**config.mk**
```make
export PLATFORM = sky130hd
export DESIGN_NAME = noc_endpoint
export DESIGN_NICKNAME = d
export VERILOG_FILES = /design/src/rtl/noc_endpoint.sv
export SDC_FILE = /design/constraint.sdc
export NUM_CORES = 1
export LEC_CHECK = 0
export ABC_CLOCK_PERIOD_IN_PS = 2950
export CAP_MARGIN = 15
export CORE_ASPECT_RATIO = 1.5
export CORE_MARGIN = 8
export CORE_UTILIZATION = 45
export CTS_CLUSTER_DIAMETER = 30
export DETAILED_ROUTE_END_ITERATION = 12
export DONT_BUFFER_PORTS = 1
export SYNTH_ARGS = -nofsm -noshare
export SYNTH_HDL_FRONTEND = slang
export SYNTH_SLANG_ARGS = --single-unit
```
**constraint.sdc**
```tcl
create_clock -name clk -period 2.95 [get_ports clk]
set_clock_uncertainty 0.1 [all_clocks]
set_input_delay 0.59 -clock clk [delete_from_list [all_inputs] [get_ports clk]]
set_output_delay 0.59 -clock clk [all_outputs]
set_load 0.005 [all_outputs]
```
**src/rtl/noc_endpoint.sv**
```systemverilog
// NoC endpoint: TX packet FIFO serialised MSB-first into flits, RX flits reassembled into packets.
// Optional statistics counters are enabled by defining NOC_EP_STATS_EN.
module noc_endpoint #(
    parameter int NODEID = 0,
    parameter int PKT_W  = 32,
    parameter int FLIT_W = 8,
    parameter int DEPTH  = 4
) (
    input  logic              clk,
    input  logic              rst_b,
    input  logic [PKT_W-1:0]  pkt_in,
    input  logic              pkt_in_avail,
    output logic              cQ_full,
    output logic [PKT_W-1:0]  pkt_out,
    output logic              pkt_out_avail,
    input  logic              free_outbound,
    output logic              put_outbound,
    output logic [FLIT_W-1:0] payload_outbound,
    output logic              free_inbound,
    input  logic              put_inbound,
    input  logic [FLIT_W-1:0] payload_inbound
`ifdef NOC_EP_STATS_EN
    ,
    output logic [15:0]       tx_pkts,
    output logic [15:0]       rx_pkts,
    output logic [15:0]       rx_aborts
`endif
);

    localparam int BEATS = PKT_W / FLIT_W;
    localparam int PTR_W = (DEPTH > 1) ? $clog2(DEPTH) : 1;
    localparam int IDX_W = (BEATS > 1) ? $clog2(BEATS) : 1;
    localparam int CNT_W = $clog2(BEATS + 1);

    if ((PKT_W % FLIT_W) != 0) begin : gBadFlitWidth
        $error("noc_endpoint: PKT_W must be a multiple of FLIT_W");
    end
    if ((DEPTH < 2) || ((DEPTH & (DEPTH - 1)) != 0)) begin : gBadDepth
        $error("noc_endpoint: DEPTH must be a power of two and at least 2");
    end
    if (NODEID < 0) begin : gBadNodeId
        $error("noc_endpoint: NODEID must be non-negative");
    end

    typedef enum logic [1:0] {TX_IDLE, TX_LOAD, TX_SEND} txState_t;
    typedef enum logic [1:0] {RX_IDLE, RX_RECV, RX_DONE} rxState_t;

    logic [PKT_W-1:0] fifoMem_q [DEPTH];
    logic [PTR_W-1:0] wrPtr_q, rdPtr_q;
    logic [PTR_W:0]   count_q;
    logic             fifoEmpty, fifoFull, doPush, doPop, txPopReq;

    txState_t         txState_q, txState_d;
    logic [PKT_W-1:0] txShift_q, txShift_d;
    logic [IDX_W-1:0] beatIdx_q, beatIdx_d;
    logic             txLastBeat;

    rxState_t         rxState_q, rxState_d;
    logic [PKT_W-1:0] rxHold_q, rxHold_d;
    logic [CNT_W-1:0] rxCnt_q, rxCnt_d;
    logic [PKT_W-1:0] pktOut_q, pktOut_d;
    logic             rxAbort;

    assign fifoFull  = (count_q == (PTR_W + 1)'(DEPTH));
    assign fifoEmpty = (count_q == '0);
    assign doPush    = pkt_in_avail && !fifoFull;
    assign doPop     = txPopReq && !fifoEmpty;
    assign cQ_full   = fifoFull;

    always_ff @(posedge clk) begin
        if (!rst_b) begin
            wrPtr_q <= '0;
            rdPtr_q <= '0;
            count_q <= '0;
        end else begin
            if (doPush) wrPtr_q <= wrPtr_q + PTR_W'(1);
            if (doPop)  rdPtr_q <= rdPtr_q + PTR_W'(1);
            case ({doPush, doPop})
                2'b10:   count_q <= count_q + (PTR_W + 1)'(1);
                2'b01:   count_q <= count_q - (PTR_W + 1)'(1);
                default: count_q <= count_q;
            endcase
        end
    end

    // Storage is not reset; the pointers and count define which entries are live.
    always_ff @(posedge clk) begin
        if (doPush) fifoMem_q[wrPtr_q] <= pkt_in;
    end

    assign txLastBeat = (txState_q == TX_SEND) && (beatIdx_q == IDX_W'(BEATS - 1));

    always_comb begin
        txState_d = txState_q;
        txShift_d = txShift_q;
        beatIdx_d = beatIdx_q;
        txPopReq  = 1'b0;
        case (txState_q)
            TX_IDLE: begin
                if (!fifoEmpty) begin
                    txPopReq  = 1'b1;
                    txShift_d = fifoMem_q[rdPtr_q];
                    txState_d = TX_LOAD;
                end
            end
            TX_LOAD: begin
                if (free_outbound) begin
                    beatIdx_d = '0;
                    txState_d = TX_SEND;
                end
            end
            TX_SEND: begin
                txShift_d = txShift_q << FLIT_W;
                beatIdx_d = beatIdx_q + IDX_W'(1);
                if (txLastBeat) begin
                    beatIdx_d = '0;
                    if (!fifoEmpty) begin
                        txPopReq  = 1'b1;
                        txShift_d = fifoMem_q[rdPtr_q];
                        txState_d = TX_LOAD;
                    end else begin
                        txState_d = TX_IDLE;
                    end
                end
            end
            default: txState_d = TX_IDLE;
        endcase
    end

    always_ff @(posedge clk) begin
        if (!rst_b) begin
            txState_q <= TX_IDLE;
            txShift_q <= '0;
            beatIdx_q <= '0;
        end else begin
            txState_q <= txState_d;
            txShift_q <= txShift_d;
            beatIdx_q <= beatIdx_d;
        end
    end

    assign put_outbound     = (txState_q == TX_SEND);
    assign payload_outbound = put_outbound ? txShift_q[PKT_W-1 -: FLIT_W] : '0;

    // A full hold register waits one cycle in RECV before DONE, so input is ignored there too.
    always_comb begin
        rxState_d = rxState_q;
        rxHold_d  = rxHold_q;
        rxCnt_d   = rxCnt_q;
        pktOut_d  = pktOut_q;
        rxAbort   = 1'b0;
        case (rxState_q)
            RX_IDLE: begin
                if (put_inbound) begin
                    rxHold_d  = PKT_W'(payload_inbound);
                    rxCnt_d   = CNT_W'(1);
                    rxState_d = (BEATS == 1) ? RX_DONE : RX_RECV;
                end
            end
            RX_RECV: begin
                if (rxCnt_q == CNT_W'(BEATS)) begin
                    rxState_d = RX_DONE;
                end else if (put_inbound) begin
                    rxHold_d = (rxHold_q << FLIT_W) | PKT_W'(payload_inbound);
                    rxCnt_d  = rxCnt_q + CNT_W'(1);
                end else begin
                    rxAbort   = 1'b1;
                    rxCnt_d   = '0;
                    rxState_d = RX_IDLE;
                end
            end
            RX_DONE: rxState_d = RX_IDLE;
            default: rxState_d = RX_IDLE;
        endcase
        if ((rxState_d == RX_DONE) && (rxState_q != RX_DONE)) pktOut_d = rxHold_d;
    end

    always_ff @(posedge clk) begin
        if (!rst_b) begin
            rxState_q <= RX_IDLE;
            rxHold_q  <= '0;
            rxCnt_q   <= '0;
            pktOut_q  <= '0;
        end else begin
            rxState_q <= rxState_d;
            rxHold_q  <= rxHold_d;
            rxCnt_q   <= rxCnt_d;
            pktOut_q  <= pktOut_d;
        end
    end

    assign free_inbound  = (rxState_q == RX_IDLE);
    assign pkt_out_avail = (rxState_q == RX_DONE);
    assign pkt_out       = pktOut_q;

`ifdef NOC_EP_STATS_EN
    logic [15:0] txPkts_q, rxPkts_q, rxAborts_q;

    always_ff @(posedge clk) begin
        if (!rst_b) begin
            txPkts_q   <= '0;
            rxPkts_q   <= '0;
            rxAborts_q <= '0;
        end else begin
            if (txLastBeat && (txPkts_q != 16'hFFFF))        txPkts_q   <= txPkts_q + 16'd1;
            if (pkt_out_avail && (rxPkts_q != 16'hFFFF))     rxPkts_q   <= rxPkts_q + 16'd1;
            if (rxAbort && (rxAborts_q != 16'hFFFF))         rxAborts_q <= rxAborts_q + 16'd1;
        end
    end

    assign tx_pkts   = txPkts_q;
    assign rx_pkts   = rxPkts_q;
    assign rx_aborts = rxAborts_q;
`endif

endmodule

```
==> impl_results.md <==
* CTS Root Cell: clkbuf_16
* FMAX at around 400 MHz
* DRC at 0
* Fraction of layout cells with a size suffix above 1 at 17.2%
* Routability Congestion at between 0.7 and 0.8
* Warnings, synthesis at 0
* Max Cap Viol at 0
* Grt total ovfl at 0
* WP data required at roughly 3.3 ns
* Max incr delay on CP at between 0.4 and 0.5 ns
* Hold Fails Final Rpt at 0
* Largest area contributor in the netlist: edfxtp_1
* Element type at the critical path end: register
* CTS H-Tree Depth at 2
* Final Util at ~53%
* Worst hold path class: in -> reg
* Tmin final at ~2.5 ns
* Largest net degree at the start of global routing at 65
* Vias in the first global route at 6004
* Most frequent cell after synthesis: edfxtp_1
* First-pass GRT wire length at approximately 32 mm
* Die ar. at approximately 26000 um2
* GRT Total Usage at between 15 and 20%
* Pwr/cell area at between 900 and 1000 nW/um2
* ANT nets after route at 0
* Fill count at approximately 1700
* CP Max Fanout at 7
* Share of the synthesized area in the top cell type at between 40% and 50%
* Synth cell count leaders: edfxtp_1 (128), dfxtp_1 (114), nand2_1 (94), a21oi_1 (92), nor2_1 (59)
* Clock-pin slew on the worst setup and hold paths at around 0.060 ns
* Via count at approximately 5700
* Endpoints failing setup at 0
* WP data arrival at between 2 and 3 ns
* Vias per cell at between 5 and 6
* Final Slew Violations at 0
* Slew Limit Headroom at 28.8%
* Initial core utilization at between 40% and 50%
* Iter 0 DRT Violations at between 300 and 400
* Worst path bufs/invs at 3
* Lkg Pwr at roughly 3.8 nW
* Clk Latency, worst-skew pair at about 0.52 ns
* Mapped Nets at approximately 790
* Port bufs at 0
* Die Ht at between 150 and 200 um
* Netlist Area Pre-Place at between 9000 and 10000 um2
* EDFF count, synth at 128
* Clock Sinks at approximately 240
* Slew @ Worst Pin at around 1.1 ns
* Core area at roughly 20000 um2
* CTS Buf Count at 39
* Synth unique cells at between 40 and 50
* Mean Syn Cell Area at ~13 um2
* CP dominant cell by count: inv_1
* RSZ-0062 raised after global routing: false
* CTS tree: yes
* Antenna violations before repair at 0
* Critical-path top delay cell: dfxtp_1
* Dpl hpwl at roughly 13 mm
* Row cnt at 64
* Setup CP Type: reg -> reg
* #FFs+latches synth at 242
* Drt total wl at approximately 20 mm
* Synth top area cells: edfxtp_1 (41%), dfxtp_1 (24%), mux4_2 (7.7%), a21oi_1 (4.9%), nand2_1 (3.8%)
* Crit path launch type: register
* Fin Setup TNS at 0 ns
* Clock Tree Buf Depth at 3
* CP top delay family: simple AND/OR/NAND/NOR gates
* Area grow syn2layout at 16.1%
* CTS resizes at 0
* Cells after Synth at 733
* Crit-path cells: nor3b_1, nor2b_1, buf_4, inv_1, ha_1, inv_1, fa_1, xor2_1, or3_1, a21oi_1
* Final net count at roughly 800
* Drt pass-1 iters at 4
* Post-CTS Setup Bufs at 0
* WL per Instance at between 15 and 20 um
* Post-CTS Hold Fix Bufs at 0
* Die W at between 100 and 150 um
* Antenna Cells at 0
* Status: completed
* Ys async rst share at 0%
* Synth Flop Type: edfxtp_1
* Sequential cell area fraction in the yosys report at 65.5%
* I/O pin total at 89
* VDD IR max at 0.655 mV
* Period utilization at 85.2%
* WHS at between 0.06 and 0.07 ns
[through the flow]
stage	instance area, um2	setup WS, ns	power [mW]	std cells
2_1_floorplan	9350	0.608	5.77	733
3_3_place_gp	9550	0.541	6.19	966
3_5_place_dp	9550	0.464	6.27	966
4_1_cts	10900	0.457	10.8	1038
5_1_grt	10900	0.331	11.1	1038
6_report	10900	0.436	10.7	1038
[logic make-up (layout without fill, tap and decap cells)]
logic type / after synthesis / count (layout) / share of synthesized area (%)
compound gates: 175 / 175 / 11.0
xor+xnor: 5 / 5 / 0.468
fa+ha+maj: 9 / 9 / 1.28
buf+inv: 65 / 106 / 3.80
flops: 242 / 242 / 65.5
mux: 43 / 43 / 8.88
simple gates: 194 / 194 / 9.04
[state kept, by name, indices dropped and copies added, names as in the netlist, named ones only]
register	count
beatIdx_q	2
pkt_out	32
wrPtr_q	2
count_q	3
rxCnt_q	3
rxHold_q	32
txShift_q	32
txState_q	2
rxState_q	2
fifoMem_q	128
rdPtr_q	2
[cell type report]
class	count	area (um2)	area share (%)
Multi-Input combinational cell	426	2870	26.5
Sequential cell	242	6130	56.4
Tap cell	264	330	3.04
Clock inverter	28	297	2.73
Timing Repair Buffer	20	163	1.50
Inverter	14	52.6	0.484
Clock buffer	44	1020	9.36
[per-layer routing]
layer	track usage, %	vias up	wire length [um]
met3	4.74	41	1390
li1	-	2691	-
met4	6.55	0	573
met5	0	-	0
met2	29.4	161	11000
met1	15.9	2830	7350
[path summary, 6_finish.rpt]
path	start	cells past startpoint	slack, ns	endpoint
hold / removal	pkt_in[31]	0	0.06	fifoMem_q[3][31]$_DFFE_PP_
hold reg to reg	rxHold_q[31]$_SDFF_PN0_	2	0.36	pkt_out[31]$_SDFFE_PN0P_
setup / recovery	count_q[2]$_SDFFE_PN0P_	10	0.44	count_q[2]$_SDFFE_PN0P_
setup reg to reg	count_q[2]$_SDFFE_PN0P_	10	0.44	count_q[2]$_SDFFE_PN0P_
[power by group]
group	leakage, nW	switching [mW]	internal, mW
logic	1.05	1.10	0.789
clock network	0.633	1.66	2.81
registers	2.10	0.262	4.04
total	3.79	3.02	7.63
[placed cells by master, fill, tap and decap left out, types with 3 or more instances in the layout]
master and count:
clkbuf_1 4, a31oi_1 3, inv_1 13, nand2_1 94
edfxtp_1 128, mux4_2 32, clkinvlp_4 4, xnor2_1 3
a21oi_1 92, a22oi_1 32, buf_4 19, mux2i_1 11
o221a_2 7, o21ai_0 31, dfxtp_1 113, ha_1 8
nor2b_1 12, nor2_1 59, clkbuf_16 40, clkinv_4 5
bufinv_16 3, inv_6 9, and2_1 14
(Power assumes the default switching activity.)
